$ cat src/rtl/signed_arithmetic_fpga.sv
// signed_arithmetic_fpga
// Two's-complement sum and product of two W-bit operands, each computed twice:
// once with the native signed operators and once with an explicit structural
// datapath (ripple-carry adder, shift-and-add multiplier). Matching result pairs
// let a bench or board-level check confirm the synthesis tool's signed handling.
// All four results are registered with exactly one cycle of latency. A
// synchronous active-high reset clears them.

module signed_arithmetic_fpga #(
  parameter int W = 8
) (
  input  logic           clk,
  input  logic           reset,
  input  logic [W-1:0]   a,
  input  logic [W-1:0]   b,
  output logic [W:0]     add1,
  output logic [W:0]     add2,
  output logic [2*W-1:0] mul1,
  output logic [2*W-1:0] mul2
);

  // ---------------------------------------------------------------------------
  // Native signed path
  // ---------------------------------------------------------------------------
  // The operands are sign-extended into signed containers of the result width.
  // This keeps the operators working at full width. The sum then never wraps,
  // and the product keeps the (-2^(W-1))^2 corner positive.
  logic signed [W:0]     a_sx_s;
  logic signed [W:0]     b_sx_s;
  logic signed [W:0]     add1_s;
  logic signed [2*W-1:0] a_mx_s;
  logic signed [2*W-1:0] b_mx_s;
  logic signed [2*W-1:0] mul1_s;

  assign a_sx_s = {a[W-1], a};
  assign b_sx_s = {b[W-1], b};
  assign add1_s = a_sx_s + b_sx_s;

  assign a_mx_s = {{W{a[W-1]}}, a};
  assign b_mx_s = {{W{b[W-1]}}, b};
  assign mul1_s = a_mx_s * b_mx_s;

  // ---------------------------------------------------------------------------
  // Structural sum: sign-extend by one bit, then a bitwise ripple-carry chain
  // over plain unsigned vectors. The carry out of the top bit is discarded.
  // The W+1-bit result is exact because both inputs were widened first.
  // ---------------------------------------------------------------------------
  logic [W:0] a_ux_s;
  logic [W:0] b_ux_s;
  logic [W:0] add2_s;

  assign a_ux_s = {a[W-1], a};
  assign b_ux_s = {b[W-1], b};

  // Ripple-carry adder built from per-bit full-adder equations
  always_comb begin
    logic carry_v;
    carry_v = 1'b0;
    add2_s  = {(W+1){1'b0}};
    for (int i = 0; i <= W; i++) begin
      add2_s[i] = a_ux_s[i] ^ b_ux_s[i] ^ carry_v;
      carry_v   = (a_ux_s[i] & b_ux_s[i]) | (carry_v & (a_ux_s[i] ^ b_ux_s[i]));
    end
  end

  // ---------------------------------------------------------------------------
  // Structural product: shift-and-add over sign-extended partial products.
  // Bit i of b (i < W-1) has weight +2^i, so its partial product is added.
  // The sign bit b[W-1] has weight -2^(W-1), so its partial product is
  // subtracted. Everything is accumulated modulo 2^(2W), and that is exact for
  // every operand pair because the true product always fits in 2W bits.
  // ---------------------------------------------------------------------------
  logic [2*W-1:0]          a_ext_s;
  logic [W-1:0][2*W-1:0]   pp_s;
  logic [2*W-1:0]          mul2_s;

  assign a_ext_s = {{W{a[W-1]}}, a};

  genvar gi;
  generate
    for (gi = 0; gi < W; gi++) begin : g_pp
      assign pp_s[gi] = b[gi] ? (a_ext_s << gi) : {(2*W){1'b0}};
    end
  endgenerate

  // Accumulate the positive-weight partial products, then subtract the sign-bit one
  always_comb begin
    logic [2*W-1:0] acc_v;
    acc_v = {(2*W){1'b0}};
    for (int i = 0; i < W-1; i++) begin
      acc_v = acc_v + pp_s[i];
    end
    mul2_s = acc_v - pp_s[W-1];
  end

  // ---------------------------------------------------------------------------
  // Output registers. These are the only state in the block, so holding the
  // inputs steady holds the outputs steady.
  // ---------------------------------------------------------------------------
  logic [W:0]     add1_r;
  logic [W:0]     add2_r;
  logic [2*W-1:0] mul1_r;
  logic [2*W-1:0] mul2_r;

  // Capture all four results each edge; a synchronous reset clears them and takes priority
  always_ff @(posedge clk) begin
    if (reset) begin
      add1_r <= {(W+1){1'b0}};
      add2_r <= {(W+1){1'b0}};
      mul1_r <= {(2*W){1'b0}};
      mul2_r <= {(2*W){1'b0}};
    end else begin
      add1_r <= add1_s;
      add2_r <= add2_s;
      mul1_r <= mul1_s;
      mul2_r <= mul2_s;
    end
  end

  assign add1 = add1_r;
  assign add2 = add2_r;
  assign mul1 = mul1_r;
  assign mul2 = mul2_r;

endmodule

$ cat config.mk
export PLATFORM = sky130hd
export DESIGN_NAME = signed_arithmetic_fpga
export DESIGN_NICKNAME = d
export VERILOG_FILES = /design/src/rtl/signed_arithmetic_fpga.sv
export SDC_FILE = /design/constraint.sdc
export NUM_CORES = 1
export LEC_CHECK = 0
export ABC_AREA = 1
export CAP_MARGIN = 20
export CELL_PAD_IN_SITES_DETAIL_PLACEMENT = 0
export CELL_PAD_IN_SITES_GLOBAL_PLACEMENT = 1
export CORE_MARGIN = 8
export CORE_UTILIZATION = 45
export CTS_CLUSTER_SIZE = 14
export DETAILED_ROUTE_END_ITERATION = 16
export PLACE_DENSITY = 0.85
export SLEW_MARGIN = 20
export SYNTH_ARGS = -nofsm -noshare
export SYNTH_HDL_FRONTEND = slang
export SYNTH_SLANG_ARGS = --single-unit
export TNS_END_PERCENT = 20
$ cat constraint.sdc
create_clock -name clk -period 10.23 [get_ports clk]
set_clock_uncertainty 0.05 [all_clocks]
set_input_delay 2.046 -clock clk [delete_from_list [all_inputs] [get_ports clk]]
set_output_delay 2.046 -clock clk [all_outputs]
set_load 0.02 [all_outputs]
## After elaboration in Yosys (flattened, before gate mapping)

Index checks and enable logic that the tools add are counted.

- Memories kept: 0
- Input bits: 18
- Bits in registers: 50
- Bits in read-only memories: 0
- Output and inout bits: 50
- Latch bits: 0
- Memory bits (writable): 0

- $mul: 1
- Muxes and demuxes: 8
- Equality and inequality tests: 0
- $lt $le $gt $ge: 0
- Bitwise operators: 38
- Add/sub/neg operators: 8
- Reductions and logical operators: 0
- Shifts and indexed selects: 0
- Divide/modulo/power cells: 0

Operator list:

| operator | count |
|---|---|
| $mux W16 | 8 |
| $add A16 B16 Y16 | 6 |
| $mul A8 B8 Y16 | 1 |
| $sub A16 B16 Y16 | 1 |
| $xor A1 B1 Y1 | 16 |
| $and A1 B1 Y1 | 15 |
| $add A8 B8 Y9 | 1 |
| $or A1 B1 Y1 | 7 |

## Longest topological paths before layout

Gate-level depths: netlist of run 1.

- Word-level depth: 16
- Gate-level depth with buffers: 21
- Depth with buffers taken out: 20

## Worst setup path before layout of run 1

Ideal clock, no wire load.

- Kind: input to register
- Start point: input b[7]
- End point: register mul1_r[14] (netlist: mul1[14])
- Setup time: 0.113 ns
- Path slack: 4.193 ns
- Stages: 18
- Arrival: 5.874 ns
- Cells stage by stage: buf_2 clkinv_1 or2_2 fa_1 fa_1 inv_1 fa_1 inv_1 fa_1 inv_1 ha_1 inv_1 nor3_1 nand3_1 nand4_1 nand2_1 nand2_1 nor2_1

- Cells in the longest elaborated chain, start to end: 1

Ends and longest elaborated chain:

| item | line | source |
|---|---|---|
| start, declared | 15 | `input logic [W-1:0] b,` |
| $mul A8 B8 Y16 | 41 | `assign mul1_s = a_mx_s * b_mx_s;` |
| end signal, assigned | 110 | `mul1_r <= {(2*W){1'b0}};` |
| end signal, assigned | 115 | `mul1_r <= mul1_s;` |
| end, declared | 102 | `logic [2*W-1:0] mul1_r;` |

No other way between the ends.
A chain may end at the register's enable or synchronous reset.

## Worst setup path after layout of run 1

- Start point: input b[7]
- End point: register mul1_r[13] (netlist: mul1[13])

The elaborated chain is that of the path after synthesis.

==> results of run 1 <==
power breakdown:
part | total [mW] | internal, mW | switching, mW
clock | 0.167 | 0.0910 | 0.0755
sequential | 0.244 | 0.231 | 0.0127
combinational | 1.36 | 0.540 | 0.824
worst max-delay path: cells and delay by family:
kind / cells / cell delay (ns)
AOI/OAI and AO/OA: 2 / 0.36
adders and majority gates: 5 / 2.48
buffers and inverters: 5 / 1.36
and+or+nand+nor: 6 / 0.86
cell type report:
class	count	area [µm²]
Fill cell	1348	6589
Multi-Input combinational cell	506	4493
Inverter	242	908.4
Sequential cell	45	900.9
Clock buffer	7	132.6
Tap cell	180	225.2
Timing Repair Buffer	68	678.2
Clock inverter	1	7.507
synthesized netlist by cell type, drive strengths merged:
cell      n
o31ai     1
buf       9
xnor2     9
o21ai    19
o21a      5
a31oi     2
nand3b    2
a21oi    42
or2       2
ha       69
nand4     4
fa      105
nor2     53
clkbuf   13
nand2   151
a21boi    1
nor3      4
clkinv    2
xor2      3
dfxtp    45
inv     240
nand3    27
a21o      6
o21bai    1
routing by layer:
metal,GRT usage,part of all wire
met5,0,0
met3,0.02967,0.053
met4,0.04380,0.016
met1,0.2102,0.42
met2,0.3060,0.51
logic make-up after synthesis:
family	count (synthesis)	share of synthesized area
AND/OR/NAND/NOR	243	0.1541
buffers and inverters	264	0.1613
AO/OA/AOI/OAI	77	0.06712
flip-flops	45	0.1401
XOR/XNOR	12	0.01634
adder cells (fa/ha/maj)	174	0.4611
layout by cell type (no fill, tap or decap):
cell             instances
nand3b_1                 2
clkinvlp_4               1
buf_4                    1
a21o_1                   6
nor2_1                  52
clkdlybuf4s50_1         67
o31ai_2                  1
inv_1                  239
xor2_1                   3
a21oi_2                  1
nand4_1                  4
xnor2_1                  9
clkbuf_1                 2
or2_1                    1
clkbuf_16                5
o21ai_0                 18
or2_2                    1
dfxtp_1                 45
a31oi_1                  2
nand3_1                 26
fa_1                   105
nand2_4                  1
nand3_2                  1
ha_1                    69
nand2_2                  1
inv_2                    1
nor3_1                   4
o21bai_1                 1
nand2_1                149
o21ai_1                  1
o21a_1                   5
clkinv_1                 2
a21boi_0                 1
a21oi_1                 41
nor2_2                   1
state kept, by name, summed over array words and instances (netlist names):
| register | count |
|---|---|
| add1 | 9 |
| mul2 | 16 |
| mul1 | 14 |
| add2 | 6 |
stage by stage:
| step | std cells | utilization | setup slack [ns] |
|---|---|---|---|
| 6_report | 1049 | 0.5272 | 3.250 |
| 3_3_place_gp | 1041 | 0.5171 | 3.000 |
| 3_5_place_dp | 1041 | 0.5171 | 2.956 |
| 5_1_grt | 1049 | 0.5272 | 2.913 |
| 2_1_floorplan | 815 | - | 4.193 |
| 4_1_cts | 1049 | 0.5272 | 3.260 |
worst min-delay path by stage:
stage                        startpoint  cells past startpoint                 end
CTS                               reset                      3  add2[8]$_SDFF_PP0_
finish                            reset                      3  add2[8]$_SDFF_PP0_
global placement                  reset                      3  mul2[5]$_SDFF_PP0_
detailed placement  mul2[13]$_SDFF_PP0_                      1            mul2[13]
global route                      reset                      3  mul1[5]$_SDFF_PP0_
floorplan                          b[0]                      3  add1[0]$_SDFF_PP0_
==> summary.txt, run 1 <==
Clock network
  • Clock transition at the registers of the reported paths: around 0.070 ns
  • H-tree depth: 2
  • Num CTS Buffers: 5
  • Bufs on Longest Clock Path: 2
  • CTS sink cnt: between 40 and 50
  • Postcts setup bufs: 0
  • Hold_buf cts: 0
  • Resize count post-CTS: 0
  • Root Buffer: clkbuf_16
  • CTS tree: built

Synth
  • Yosys cell types: 35
  • Syn Inst Count: between 800 and 900
  • Warning count from the yosys run: 0
  • Ranking of synthesized cells by area: fa_1 (33%), dfxtp_1 (14%), inv_1 (14%), ha_1 (13%), nand2_1 (8.7%)
  • Yosys top cell area share: 0.3268
  • Area leader, netlist: fa_1
  • Sequential fraction of the synthesis area: 0.1401
  • Avg Inst Size Synth: 7.891 µm²
  • Yosys reg bits: between 40 and 50
  • Area of the mapped netlist: roughly 6400 µm²
  • Syn_nets: 1007

Cells and area
  • Layout cells sized above 1: 0.01726
  • Antenna cells: 0
  • Synth-to-layout area growth: 14.22%
  • Fin nets: about 1100
  • Post-Layout Inst Area: between 7000 and 8000 µm²

Routing
  • Drt pass-1 iters: 5
  • Routed WL per cell: 13.70 µm
  • Post-route ant nets: 0
  • Vias after detailed routing: between 4000 and 5000
  • Routed WL: 14.37 mm
  • Vias per inst: around 4.7
  • DRC violations left: 0
  • Initial DRC Count: ~190

Timing
  • Endpoints failing setup: 0
  • TNS Setup: 0 ns
  • Hold Vio Cnt, Final: 0
  • Relative max-transition margin: 0.5192
  • Hold_ws: approximately 2.5 ns
  • Worst-Margin Slew: just over 0.7 ns
  • Fin crit share: 0.6823
  • Fin crit period: 6.980 ns
  • Top achievable clock speed: ~0.14 GHz
  • RSZ-0062 raised after global routing: false
  • Slew Limit Fails: 0

Floorplanning
  • Row cnt: 43
  • Die X: between 100 and 150 µm
  • Core ar.: approximately 14000 µm²
  • Die height: 135.5 µm
  • Die ar.: between 15000 and 20000 µm²
  • Num ports: 68
  • Starting Density: 0.4615

Critical path
  • Worst path cell trace: clkdlybuf4s50_1, clkinv_1, or2_2, fa_1, fa_1, inv_1, fa_1, inv_1, fa_1, inv_1, ha_1, nand2_1, nor2_1, a21oi_1, o21ai_0, nand2_1, nand2_1, nor2_1
  • CP max stage delay: 0.77 ns
  • Worst Setup End Kind: flop
  • Crit path to: mul1[13]$_SDFF_PP0_
  • Slowest cell on crit path: clkdlybuf4s50_1
  • Crit path DAT: ~7 ns
  • Crit Path Max Fanout: 12
  • Critical path's most frequent cell: fa_1
  • CP required: 10.37 ns
  • Worst Setup Start Kind: primary input
  • Critical path type: primary input to flop
  • CP startpoint: b[7]

GRT
  • Global-route wire length before repair: 25.05 mm
  • Initial antenna violation count: 0
  • Total grt overflow: 0
  • Pin count of the biggest net entering global routing: 27
  • GRT Total Usage: 0.1722
  • Vias in the first global route: ~5100

Min path
  • Worst hold path class: primary input to flop

Power
  • Leak pwr: between 4 and 5 nW
  • PwrDens: around 240 nW/µm²
  • Worst vdd ir: about 0.14 mV
  • Final Total Pwr: about 1.8 mW

Run status
  • Run status: complete, no violations

Place
  • DP HPWL: ~12 mm
  • Placed cell area: 7206 µm²
  • GP Congestion: ~0.85
  • Port Buffers: 67

Run
  • Max-Cap Viols: 0
Power figures use the tool's default switching activity.
==> run 2, diff against run 1 <==
Settings changed: CORE_UTILIZATION 45 to 44, PLACE_DENSITY 0.85 to 0.84.
Clock period 10.23 ns to 6.5 ns, I/O delays scaled along.
==> summary.txt, run 2 (same netlist as run 1, synthesis figures left out) <==
Run status
  • Run status: complete, no violations (unchanged)

Critical path
  • Slowest cell on crit path: clkdlybuf4s50_1 (unchanged)
  • CP required: 6.68 ns (was 10.37 ns)
  • Critical path's most frequent cell: fa_1 (unchanged)
  • Worst Setup Start Kind: primary input (unchanged)
  • Worst path cell trace: clkdlybuf4s50_1, nand2_1, inv_1, fa_1, inv_1, fa_1, fa_1, fa_1, inv_1, ha_1, a21oi_1, a21boi_0, nand3_1, nand2_1, nand2_1, nor2_1 (was clkdlybuf4s50_1, clkinv_1, or2_2, fa_1, fa_1, inv_1, fa_1, inv_1, fa_1, inv_1, ha_1, nand2_1, nor2_1, a21oi_1, o21ai_0, nand2_1, nand2_1, nor2_1)
  • Worst Setup End Kind: flop (unchanged)
  • Crit Path Max Fanout: 13 (was 12)
  • Crit path DAT: 6.08 ns (was 7.12 ns)
  • CP max stage delay: 0.80 ns (was 0.77 ns)
  • Critical path type: primary input to flop (unchanged)

Power
  • PwrDens: 377.7 nW/µm² (was 241.6 nW/µm²)
  • Combinational fraction of design power: 0.755 (was 0.769)
  • Sw Share: 0.5025 (was 0.5140)
  • Leak pwr: 4.155 nW (was 4.083 nW)
  • P_int: 1.403 mW (was 0.8627 mW)
  • Worst vdd ir: 0.2258 mV (was 0.1391 mV)
  • Clk network pwr share: 0.109 (was 0.094)
  • Sequential power share: 0.136 (was 0.138)
  • Psw: 1.417 mW (was 0.9124 mW)

Timing
  • Top achievable clock speed: 0.1694 GHz
  • RSZ-0062 raised after global routing: false (unchanged)
  • Fin crit share: 0.9081
  • Worst-Margin Slew: 0.7538 ns (was 0.7203 ns)
  • Hold Vio Cnt, Final: 0 (unchanged)
  • Relative max-transition margin: 0.4969 (was 0.5192)
  • Fin crit period: about 6 ns
  • Endpoints failing setup: 0 (unchanged)
  • TNS Setup: 0 ns (unchanged)
  • Slew Limit Fails: 0 (unchanged)

GRT
  • Pin count of the biggest net entering global routing: 27 (unchanged)
  • Total grt overflow: 0 (unchanged)
  • GRT Total Usage: 0.1759 (was 0.1722)
  • Vias in the first global route: 5220 (was 5137)
  • Global-route wire length before repair: 25.63 mm (was 25.05 mm)
  • Initial antenna violation count: 0 (unchanged)

Clock network
  • Postcts setup bufs: 0 (unchanged)
  • Resize count post-CTS: 0 (unchanged)
  • H-tree depth: 2 (unchanged)
  • CTS tree: built (unchanged)
  • Hold_buf cts: 0 (unchanged)
  • Root Buffer: clkbuf_16 (unchanged)
  • Clock transition at the registers of the reported paths: 0.07 ns (about the same)
  • Bufs on Longest Clock Path: 2 (unchanged)
  • CTS sink cnt: 45 (unchanged)
  • Num CTS Buffers: 5 (unchanged)

Place
  • DP HPWL: 12.54 mm (was 12.09 mm)
  • GP Congestion: 0.8755 (was 0.8483)
  • Placed cell area: 7293 µm² (was 7206 µm²)
  • Port Buffers: 67 (unchanged)
  • DP Cell Count: 1056 (was 1041)

Run
  • Max-Cap Viols: 0 (unchanged)

Floorplanning
  • Die X: 136.9 µm (was 135.5 µm)
  • Die ar.: 18740 µm² (was 18370 µm²)
  • Die height: 136.9 µm (was 135.5 µm)
  • Starting Density: 0.4459 (was 0.4615)
  • Num ports: 68 (unchanged)
  • Row cnt: 44 (was 43)
  • Core ar.: 14420 µm² (was 13930 µm²)

Cells and area
  • Layout cells sized above 1: 0.03295 (was 0.01726)
  • Post-Layout Inst Area: 7465 µm² (was 7346 µm²)
  • Max FFs per register: 16 (unchanged)
  • Most common cell after layout, fill and taps aside: inv_1 (unchanged)
  • Most frequent cells in the layout: inv_1 (239), nand2_1 (149), fa_1 (105) (unchanged)
  • Final-layout fill cell count: 1435 (was 1348)
  • Antenna cells: 0 (unchanged)
  • Post-Layout Cell Count: 1064 (was 1049)
  • Fin nets: 1071 (was 1060)
  • Synth-to-layout area growth: 16.07% (was 14.22%)

Routing
  • Initial DRC Count: 179 (was 186)
  • Routed WL: 14.73 mm (was 14.37 mm)
  • Post-route ant nets: 0 (unchanged)
  • DRC violations left: 0 (unchanged)
  • Vias after detailed routing: 4986 (was 4907)
  • Vias per inst: 4.686 (was 4.678)
  • Routed WL per cell: 13.84 µm (was 13.70 µm)
  • Drt pass-1 iters: 5 (unchanged)

Min path
  • Hold Crit Depth: 2 (was 3)
  • Worst hold start: reset (unchanged)
  • Hold Crit Endpoint: mul1[5]$_SDFF_PP0_ (was add2[8]$_SDFF_PP0_)
  • Worst hold path class: primary input to flop (unchanged)
-- run 2: cell types whose count changed in the layout (fill, tap and decap cells not counted), sizes merged --
cell / before / now
buf: 1 / 13
clkbuf: 7 / 6
clkdlybuf4s50: 67 / 66
bufinv: 0 / 1
-- run 2: critical path, delay by kind of cell --
family          cells  cell delay (ns)
simple gates        5             0.63
buf+inv             4             1.28
compound gates      2             0.39
fa+ha+maj           5             2.48
-- run 2: routing by layer --
layer	global-route usage	vias to the layer above	part of all wire
met5	0	-	0
met1	0.2134	2368	0.42
met3	0.02533	21	0.050
met4	0.06820	0	0.032
li1	-	2501	-
met2	0.3084	96	0.50
-- run 2: final cells by class --
type | instances | area (µm²) | area share
Inverter | 242 | 908.4 | 0.1217
Timing Repair Buffer | 79 | 755.7 | 0.1012
Sequential cell | 45 | 900.9 | 0.1207
Clock inverter | 2 | 37.54 | 0.005028
Clock buffer | 6 | 138.9 | 0.01861
Multi-Input combinational cell | 506 | 4493 | 0.6019
Tap cell | 184 | 230.2 | 0.03084
-- run 2: power by group through the flow --
stage,registers [mW],logic (mW),clock network (mW)
after global routing,0.392,2.49,0.329
final,0.384,2.13,0.307
after floorplan,0.492,1.47,0
after global placement,0.390,2.15,0
after detailed placement,0.391,2.15,0
after CTS,0.386,2.16,0.318
-- run 2: metrics by stage --
step | util | setup WS (ns) | hold slack, ns | power (mW)
floorplan | - | 1.209 | 1.469 | 1.962
global placement | 0.5056 | 0.3102 | 2.050 | 2.539
detailed placement | 0.5056 | 0.2669 | 2.049 | 2.545
CTS | 0.5179 | 0.5596 | 1.838 | 2.868
global route | 0.5175 | 0.2223 | 1.436 | 3.211
finish | 0.5175 | 0.5971 | 1.425 | 2.819
-- run 2: worst max-delay path by stage --
stage / from / endpoint / slack (ns) / cells after the start
finish: a[7] / mul2[14]$_SDFF_PP0_ / 0.60 / 16
global route: a[7] / mul2[14]$_SDFF_PP0_ / 0.22 / 16
CTS: a[7] / mul2[14]$_SDFF_PP0_ / 0.56 / 16
detailed placement: a[7] / mul2[14]$_SDFF_PP0_ / 0.27 / 16
global placement: a[7] / mul2[14]$_SDFF_PP0_ / 0.31 / 16
floorplan: b[7] / mul1[14]$_SDFF_PP0_ / 1.21 / 18
==> run 3, diff against run 2 <==
Settings changed: SKIP_CTS_REPAIR_TIMING from default to 1, SKIP_LAST_GASP from default to 1.
==> results of run 3 <==
Same layout as run 2: the final DEF is identical, and so are final timing and power.
